### src/rtl/load_store_unit.sv
// Load/store unit: turns decoded LB/LH/LW/LBU/LHU/SB/SH/SW requests into word-aligned
// valid/grant/rvalid memory transactions and returns extended load data.
module load_store_unit #(
    parameter int ADDR_WIDTH = 32,
    parameter int DATA_WIDTH = 32
) (
    input  logic                  clk_i,
    input  logic                  rst_ni,
    input  logic                  req_valid_i,
    input  logic                  req_write_i,
    input  logic [2:0]            funct3_i,
    input  logic [ADDR_WIDTH-1:0] addr_i,
    input  logic [DATA_WIDTH-1:0] store_data_i,
    output logic                  req_ready_o,
    output logic                  resp_valid_o,
    output logic [DATA_WIDTH-1:0] load_data_o,
    output logic                  fault_o,
    output logic                  mem_req_o,
    output logic                  mem_we_o,
    output logic [ADDR_WIDTH-1:0] mem_addr_o,
    output logic [3:0]            mem_be_o,
    output logic [DATA_WIDTH-1:0] mem_wdata_o,
    input  logic                  mem_gnt_i,
    input  logic                  mem_rvalid_i,
    input  logic [DATA_WIDTH-1:0] mem_rdata_i
);

    typedef enum logic [1:0] {IDLE, REQ, WAIT, RESP} state_t;

    state_t                  state;
    logic [2:0]              f3_q;
    logic [1:0]              lane_q;
    logic                    write_q;

    logic                    misaligned;
    logic                    illegal;
    logic [3:0]              acc_be;
    logic [DATA_WIDTH-1:0]   acc_wdata;
    logic [7:0]              rbyte;
    logic [15:0]             rhalf;
    logic [DATA_WIDTH-1:0]   rext;

    // Decode of the incoming request: lane enables, replicated store data, fault reasons.
    always_comb begin
        misaligned = 1'b0;
        illegal    = 1'b0;
        acc_be     = 4'b0000;
        acc_wdata  = store_data_i;
        case (funct3_i)
            3'b000, 3'b100: begin
                acc_be    = 4'b0001 << addr_i[1:0];
                acc_wdata = {4{store_data_i[7:0]}};
            end
            3'b001, 3'b101: begin
                acc_be     = 4'b0011 << addr_i[1:0];
                acc_wdata  = {2{store_data_i[15:0]}};
                misaligned = addr_i[0];
            end
            3'b010: begin
                acc_be     = 4'b1111;
                misaligned = (addr_i[1:0] != 2'b00);
            end
            default: illegal = 1'b1;
        endcase
        if (req_write_i && funct3_i[2]) begin
            illegal = 1'b1;
        end
    end

    // Lane extraction of the returned word, using the address latched at acceptance.
    always_comb begin
        rbyte = mem_rdata_i[{lane_q, 3'b000} +: 8];
        rhalf = lane_q[1] ? mem_rdata_i[31:16] : mem_rdata_i[15:0];
        case (f3_q)
            3'b000:  rext = {{24{rbyte[7]}}, rbyte};
            3'b100:  rext = {24'h000000, rbyte};
            3'b001:  rext = {{16{rhalf[15]}}, rhalf};
            3'b101:  rext = {16'h0000, rhalf};
            default: rext = mem_rdata_i;
        endcase
    end

    always_ff @(posedge clk_i or negedge rst_ni) begin
        if (!rst_ni) begin
            state        <= IDLE;
            f3_q         <= 3'b000;
            lane_q       <= 2'b00;
            write_q      <= 1'b0;
            req_ready_o  <= 1'b1;
            resp_valid_o <= 1'b0;
            load_data_o  <= '0;
            fault_o      <= 1'b0;
            mem_req_o    <= 1'b0;
            mem_we_o     <= 1'b0;
            mem_addr_o   <= '0;
            mem_be_o     <= 4'b0000;
            mem_wdata_o  <= '0;
        end else begin
            case (state)
                IDLE: begin
                    if (req_valid_i) begin
                        f3_q        <= funct3_i;
                        lane_q      <= addr_i[1:0];
                        write_q     <= req_write_i;
                        req_ready_o <= 1'b0;
                        fault_o     <= misaligned | illegal;
                        load_data_o <= '0;
                        if (misaligned || illegal) begin
                            state        <= RESP;
                            resp_valid_o <= 1'b1;
                        end else begin
                            state       <= REQ;
                            mem_req_o   <= 1'b1;
                            mem_we_o    <= req_write_i;
                            mem_addr_o  <= {addr_i[ADDR_WIDTH-1:2], 2'b00};
                            mem_be_o    <= acc_be;
                            mem_wdata_o <= acc_wdata;
                        end
                    end
                end
                REQ: begin
                    if (mem_gnt_i) begin
                        mem_req_o <= 1'b0;
                        mem_we_o  <= 1'b0;
                        if (write_q) begin
                            state        <= RESP;
                            resp_valid_o <= 1'b1;
                        end else begin
                            state <= WAIT;
                        end
                    end
                end
                WAIT: begin
                    if (mem_rvalid_i) begin
                        load_data_o  <= rext;
                        resp_valid_o <= 1'b1;
                        state        <= RESP;
                    end
                end
                RESP: begin
                    resp_valid_o <= 1'b0;
                    req_ready_o  <= 1'b1;
                    state        <= IDLE;
                end
                default: state <= IDLE;
            endcase
        end
    end

endmodule
### config.mk
export PLATFORM = sky130hd
export DESIGN_NAME = load_store_unit
export DESIGN_NICKNAME = d
export VERILOG_FILES = /design/src/rtl/load_store_unit.sv
export SDC_FILE = /design/constraint.sdc
export NUM_CORES = 1
export LEC_CHECK = 0
export CAP_MARGIN = 0
export CELL_PAD_IN_SITES_DETAIL_PLACEMENT = 1
export CELL_PAD_IN_SITES_GLOBAL_PLACEMENT = 2
export CORE_MARGIN = 1
export CORE_UTILIZATION = 29
export CTS_CLUSTER_DIAMETER = 200
export DETAILED_ROUTE_END_ITERATION = 12
export PLACE_DENSITY_LB_ADDON = 0.1
export SETUP_SLACK_MARGIN = 0.02
export SYNTH_ARGS = -nofsm -noshare
export SYNTH_HDL_FRONTEND = slang
export SYNTH_SLANG_ARGS = --single-unit
export TNS_END_PERCENT = 1
### constraint.sdc
create_clock -name clk_i -period 3.5 [get_ports clk_i]
set_clock_uncertainty 0.15 [all_clocks]
set_input_delay 0.525 -clock clk_i [delete_from_list [all_inputs] [get_ports clk_i]]
set_output_delay 0.525 -clock clk_i [all_outputs]
set_load 0.02 [all_outputs]
Word level (Yosys, flattened, before mapping). Cells that the tools add are included. Widths: inputs -> output; s select.

Bits in registers: 111. Bits of input ports: 105. Output and inout bits: 105.

Reduce and logical (&&, ||, !) cells: 19. Eq/ne operators: 16. Bitwise logic cells: 2. Shift-type cells: 3. Mux-type cells: 31.

Operators by type and width (count): $pmux 32 s2 (2); $pmux 32 s4 (1); $mux 32 (2); $shiftx 32x6->8 (1); $mux 16 (1); $mux 1 (14); $eq 3x3->1 const B (4); $ne 2x2->1 const B (6); $pmux 4 s3 (1); $reduce_and 3->1 (3); $mux 2 (4); $pmux 1 s2 (4); $pmux 2 s4 (1); $reduce_bool 2->1 (4); $eq 3x1->1 const B (2); $logic_not 3->1 (2); $reduce_and 5->1 (1); $reduce_or 5->1 (1); $eq 2x2->1 const B (2); $pmux 1 s4 (1); $reduce_and 2->1 (2); $reduce_and 4->1 (1); $reduce_or 2->1 (2); $shl 1x2->4 const A (1); other kinds (8) (8).

Depth between registers and ports, before layout. Gate-level depths: netlist (run 1).

Depth after elaboration: 8. Depth in mapped cells: 8.

Least setup slack after synthesis (run 1). OpenSTA, ideal clock, no wires.

Path type: input-to-reg. From: input funct3_i[0]. To: register mem_addr_o[10]. Setup time: 0.125 ns. Slack: 1.459 ns. Stages on the path: 5. Data arrival time: 1.766 ns. Cells stage by stage: buf_2 o41ai_4 nand4_4 buf_6 mux2_4.

Cells in the longest elaborated chain, start to end: 7. Elaborated cells on any way between the ends: 13. Those cells by class: eq/ne (4); mux (3); bitwise (1); reduce/logical (5).

Ends and longest elaborated chain: start, declared (RTL line 11) `input logic [2:0] funct3_i,`; $eq 3x1->1 (tied with other cells) (RTL line 49) `case (funct3_i)`; $reduce_or 5->1 (no source line); $mux 1 (RTL line 49); $mux 1 (RTL line 65) `if (req_write_i && funct3_i[2]) begin`; $logic_or 1x1->1 (*) (RTL line 108) `if (misaligned || illegal) begin`; $not 1->1 (no source line) (*); $reduce_and 3->1 (no source line) (*); end signal, assigned (RTL line 115) `mem_addr_o <= {addr_i[ADDR_WIDTH-1:2], 2'b00};`; end, declared (RTL line 20) `output logic [ADDR_WIDTH-1:0] mem_addr_o,`.

Mark *: on every way between the ends. The rest lies on a longest branch, timed or not. A chain may end at the register's enable or synchronous reset.

Worst setup path in the final report (run 1).
From: input addr_i[0]. To: register mem_addr_o[9].

Cells in the longest elaborated chain, start to end: 5.

Ends and longest elaborated chain: start, declared (RTL line 12) `input logic [ADDR_WIDTH-1:0] addr_i,`; $reduce_bool 2->1 (RTL line 61) `misaligned = (addr_i[1:0] != 2'b00);`; $pmux 1 s2 (*) (RTL line 49); $logic_or 1x1->1 (*) (RTL line 108); $not 1->1 (no source line) (*); $reduce_and 3->1 (no source line) (*).

Marks and branches as above.

==> results of run 1 <==
## path summary, 6_finish.rpt
path,from,to,cells past startpoint
max in group asynchronous,rst_ni,req_ready_o$_DFFE_PN1P_,3
setup reg to reg,state[0]$_DFFE_PN0P_,mem_addr_o[9]$_DFFE_PN0P_,5
setup / recovery,addr_i[0],mem_addr_o[9]$_DFFE_PN0P_,5
min in group asynchronous,rst_ni,load_data_o[2]$_DFFE_PN0P_,2
hold reg to reg,mem_wdata_o[29]$_DFFE_PN0P_,mem_wdata_o[29]$_DFFE_PN0P_,2
hold / removal,mem_wdata_o[29]$_DFFE_PN0P_,mem_wdata_o[29]$_DFFE_PN0P_,2
## layout make-up
cell class	count	share of cell area [%]
tap	229	3.62
inverter	9	0.427
clock inverter	3	0.506
multi-input combinational	286	29.3
timing repair buffer	219	27.6
clock buffer	13	3.42
sequential	111	35.1
## where the power goes
| part | internal, uW | switching [uW] | leakage, uW |
|---|---|---|---|
| logic | 1740 | 1650 | 0.00196 |
| registers | 1850 | 405 | 0.00140 |
| clock network | 613 | 472 | 0.000156 |
## layout by cell type, fill, tap and decap left out, drive strengths merged, types with 4 or more instances in the layout
master / count
a21oi: 13
a221o: 17
a22o: 7
a2bb2oi: 6
buf: 12
clkbuf: 13
clkdlybuf4s50: 206
dfrtp: 110
ha: 4
inv: 9
mux2: 49
mux2i: 36
nand2: 51
nand2b: 5
nand3: 4
nor2: 15
o21ai: 39
o221ai: 6
o22ai: 8
## registers in the layout, indices dropped and copies added, names as in the netlist
signal,flops
load_data_o,32
mem_be_o,4
lane_q,2
write_q,1
f3_q,3
state,2
resp_valid_o,1
req_ready_o,1
mem_req_o,1
mem_we_o,1
mem_addr_o,30
mem_wdata_o,32
fault_o,1
## per-layer routing
metal  GRT usage [%]  vias up
met2            27.1      135
met5               0        -
met4            4.58        0
li1                -     1984
met1            23.5     2100
met3            5.30       11
## per-stage QoR
| stage | power, uW | setup slack, ns | area, sq um |
|---|---|---|---|
| floorplan | 4110 | 1.46 | 5330 |
| global placement | 5610 | 0.649 | 7590 |
| detailed placement | 5690 | 0.542 | 7590 |
| CTS | 6820 | 0.920 | 7910 |
| global route | 7160 | 0.804 | 7910 |
| finish | 6720 | 0.918 | 7910 |
## logic make-up (layout without fill, tap and decap cells)
logic type,after synthesis,count (layout)
buffers and inverters,41,244
and+or+nand+nor,84,84
AOI/OAI and AO/OA,109,109
adders and majority gates,4,4
muxes,87,87
DFF,111,111
other,1,2
## worst reg2reg max path: cells and delay by family, from the launching register on
family / cells / cell delay (ns)
fa+ha+maj: 1 / 0.46
buf+inv: 2 / 0.48
flops: 1 / 0.41
mux: 1 / 0.39
simple gates: 1 / 0.42
==> impl_metrics.tcl, run 1 <==
set metrics [dict create \
    synthTopCellsByArea "dfrtp_1, mux2_4, mux2i_1, nand2_1, a221o_1" \
    maxCapViolCount 0 \
    io-pin-count 210 \
    grt_setup_unrepaired "no" \
    wl_met2_microns 7530 \
    postSynthAreaPerCell_sq_um 12.2 \
    die_w_microns 137 \
    synth-edff-count 0 \
    grt_pass1_vias 4481 \
    met1Wirelength_microns 7480 \
    p_leak_uw 0.00351 \
    drive_gt1_share_pct 12.5 \
    critPathMaxStageDelay_ns 0.56 \
    muxShareOfSynthArea_pct 20.6 \
    status "finished clean" \
    seq_area_sq_um 2780 \
    start_util_pct 29.6 \
    hold_buffers 1 \
    die_y_microns 137 \
    clk-insertion-delay-late_ns 0.36 \
    ys.flop_type "dfrtp_1" \
    routedWlPerCell_microns 18.7 \
    rrSetupSlack_ns 1.07 \
    rows 49 \
    yosys_warnings 0 \
    wl_met3_microns 1140 \
    critPathMaxFanout 55 \
    p_per_area_nw_per_um2 850 \
    max_clock_freq_mhz 387 \
    post_cts_buffers 0 \
    drc 0 \
    yosysMostFrequentCell "dfrtp_1" \
    clkSlewWorstSetupHoldPaths_ns 0.07 \
    cts_sinks 111 \
    ys_ff_latch 111 \
    grt_pass1_wl_microns 25000 \
    synth_compound_area_share_pct 14.5 \
    first_iter_violations 187 \
    fin_nets 745 \
    overflow 0 \
    core-area_sq_um 18000 \
    hold_path_class "reg -> reg" \
    cp_slowest_cell "clkdlybuf4s50_1" \
    dp.cells 853 \
    netlist_top_cells_count "dfrtp_1, nand2_1, mux2_4" \
    drtPass1Iterations 4 \
    cts_root_buf "clkbuf_16" \
    final-instance-count-excl-fill 870 \
    via_count 4230 \
    synth_xor_area_share_pct 0 \
    synth_area_sq_um 5320 \
    multi_input_area_sq_um 2310 \
    cp.arrival_ns 2.67 \
    synth.top_cell.area_share_pct 51.7 \
    drt_wl_total_microns 16300 \
    cp-start-kind "input pin" \
    crit_family "buffers and inverters" \
    antennaDiodeCount 0 \
    grt_max_degree 61 \
    dp_hpwl_microns 12200 \
    synth_top_family_by_area "multiplexers" \
    dieArea_sq_um 18900 \
    period_share_pct 73.8 \
    yosys.area_share.simple_pct 7.31 \
    synthCells 437 \
    antenna_found_initial 0 \
    ys_seq_area_share_pct 52.2 \
    peakVddDrop_mv 0.419 \
    slew_viol_final 0 \
    synth_fa_ha_area_share_pct 0.940 \
    cts_tree "yes" \
    yosys.area.top_type "dfrtp_1" \
    cts.htree.levels 3 \
    fillers 1907 \
    cp_num_buf_inv 2 \
    grt_use_total_pct 17.5 \
    cts_buffers 9 \
    worst_pin_slew_ns 0.967 \
    synth_cell_types 46 \
    cts_max_path_buffers 2 \
    viasPerCell 4.86 \
    highest_layer "met4" \
    fin_crit_ns 2.58 \
    ctsResizeCount 0 \
    setup-violations-final 0 \
    io_buffers 207 \
    ant_nets 0 \
    async_flop_share_pct 100 \
    hold_viol 0 \
    relSlewSlack_pct 35.3 \
    cp_cell_sequence "clkdlybuf4s50_1 -> a22oi_1 -> nand4_4 -> buf_12 -> mux2_4" \
    timing.hold.ws_ns 0.333 \
    critPathKind "in -> reg" \
    required_ns 3.59 \
    endpoint_kind "register" \
    post-route-util_pct 44.0 \
    fin_tns_setup_ns 0 \
    place_congestion 0.764 \
    area_growth_pct 48.6 \
]
Power figures use the tool's default switching activity.
==> run 2: changes to the inputs <==
CORE_UTILIZATION = 27   (was 29)
clock period = 2.45 ns   (was 3.5 ns; I/O delays follow)
==> run 2 against run 1 <==
Combinational power rose by 47%. Via count decreased by 0.92%. Sequential power rose by 40%. Critical path type unchanged. Largest cell class unchanged. Largest power group unchanged.
==> impl_metrics.tcl, run 2 (synthesis gave the netlist of run 1 again) <==
set metrics [dict create \
    cts_max_path_buffers 2 \
    setup-violations-final 0 \
    post-route-util_pct 42.3 \
    drc 0 \
    via_count 4191 \
    place_area_sq_um 7710 \
    met1Wirelength_microns 7020 \
    p_leak_uw 0.00356 \
    maxCapViolCount 0 \
    worst_pin_slew_ns 1.01 \
    io_buffers 207 \
    endpoint_kind "register" \
    viasPerCell 4.61 \
    cp.arrival_ns 2.22 \
    fin_nets 755 \
    core-area_sq_um 19000 \
    p_per_area_nw_per_um2 1210 \
    grt_setup_unrepaired "no" \
    io-pin-count 210 \
    critPathMaxFanout 97 \
    antenna_found_initial 0 \
    fin_tns_setup_ns 0 \
    drt_wl_total_microns 16200 \
    routedWlPerCell_microns 17.9 \
    hold_viol 0 \
    mostFrequentLayoutCell "clkdlybuf4s50_1" \
    wl_met3_microns 1240 \
    fillers 2048 \
    grt_use_total_pct 16.6 \
    top_regs "load_data_o: 32 flops, mem_wdata_o: 32 flops, mem_addr_o: 30 flops" \
    peakVddDrop_mv 0.446 \
    grt_pass1_wl_microns 25900 \
    cts_root_buf "clkbuf_16" \
    dieArea_sq_um 20300 \
    cts.htree.levels 3 \
    critPathMaxStageDelay_ns 0.50 \
    die_w_microns 142 \
    grt_max_degree 98 \
    area_growth_pct 51.3 \
    cts_tree "yes" \
    period_share_pct 87.4 \
    wl_met2_microns 7780 \
    grt_pass1_vias 4656 \
    highest_layer "met4" \
    cp-startpoint "funct3_i[0]" \
    cp_cell_sequence "clkdlybuf4s50_1 -> o41ai_4 -> nand4_4 -> buf_12 -> mux2_4" \
    layout_common_cells "clkdlybuf4s50_1, dfrtp_1, nand2_1" \
    max_clock_freq_mhz 467 \
    status "finished clean" \
    overflow 0 \
    start_util_pct 28.0 \
    fin_crit_ns 2.14 \
    cp_slowest_cell "clkdlybuf4s50_1" \
    cts_sinks 111 \
    place_congestion 0.755 \
    first_iter_violations 121 \
    clk-insertion-delay-late_ns 0.34 \
    required_ns 2.53 \
    hold_path_class "reg -> reg" \
    final_area_sq_um 8050 \
    rr_startpoint "state[1]$_DFFE_PN0P_" \
    rows 50 \
    dp_hpwl_microns 12000 \
    rrSetupSlack_ns 0.35 \
    drtPass1Iterations 4 \
    slew_viol_final 0 \
    die_y_microns 142 \
    cp-start-kind "input pin" \
    drive_gt1_share_pct 13.8 \
    clkSlewWorstSetupHoldPaths_ns 0.08 \
    critPathKind "in -> reg" \
    relSlewSlack_pct 32.5 \
    min_from "mem_wdata_o[21]$_DFFE_PN0P_" \
    ant_nets 0 \
    cts_buffers 9 \
    antennaDiodeCount 0 \
]
-- run 2: timing repair --
| action | in CTS | in global routing |
|---|---|---|
| buffers inserted | 0 | 1 |
| endpoints found under the setup margin | 0 | 16 |
| gates resized for setup | 0 | 1 |
| hold buffers | 1 | 0 |
| endpoints found under the hold margin | 35 | 0 |
-- run 2: final cells by class --
cell class / count / area (sq um) / area share [%]
Inverter: 9 / 33.8 / 0.420
Timing Repair Buffer: 229 / 2290 / 28.4
Clock inverter: 5 / 81.3 / 1.01
Tap cell: 260 / 325 / 4.04
Multi-Input combinational cell: 286 / 2320 / 28.8
Clock buffer: 10 / 229 / 2.84
Sequential cell: 111 / 2780 / 34.5
-- run 2: metrics by stage --
stage          std cells  total power, uW  hold slack [ns]  setup slack [ns]
6_report             910             9750            0.333             0.309
5_1_grt              910            10400            0.363             0.178
4_1_cts              909             9900            0.338            0.0663
3_5_place_dp         893             8230            0.261           -0.0801
3_3_place_gp         893             8130            0.255           -0.0114
2_1_floorplan        438             5870          -0.0781             0.566
-- run 2: final timing paths --
check                                                    to  cells past startpoint
worst max-delay path             mem_addr_o[21]$_DFFE_PN0P_                      5
min in group asynchronous          resp_valid_o$_DFFE_PN0P_                      2
worst min register to register  mem_wdata_o[21]$_DFFE_PN0P_                      2
worst min-delay path            mem_wdata_o[21]$_DFFE_PN0P_                      2
worst max register to register   load_data_o[8]$_DFFE_PN0P_                      7
max in group asynchronous       load_data_o[11]$_DFFE_PN0P_                      3
-- run 2: worst max-delay path, delay by kind of cell --
| family | cells | cell delay (ns) |
|---|---|---|
| buf+inv | 2 | 0.74 |
| compound gates | 1 | 0.47 |
| mux | 1 | 0.38 |
| simple gates | 1 | 0.14 |
-- run 2: where the power goes --
group	leakage, uW	internal, uW	switching [uW]
sequential	0.00140	2640	515
combinational	0.00201	2560	2440
clock	0.000149	895	695
-- run 2: routing by layer --
layer  up-vias  GRT usage (%)
li1       1997              -
met1      2060           20.5
met2       121           27.2
met3        13           5.48
met4         0           5.04
met5         -              0
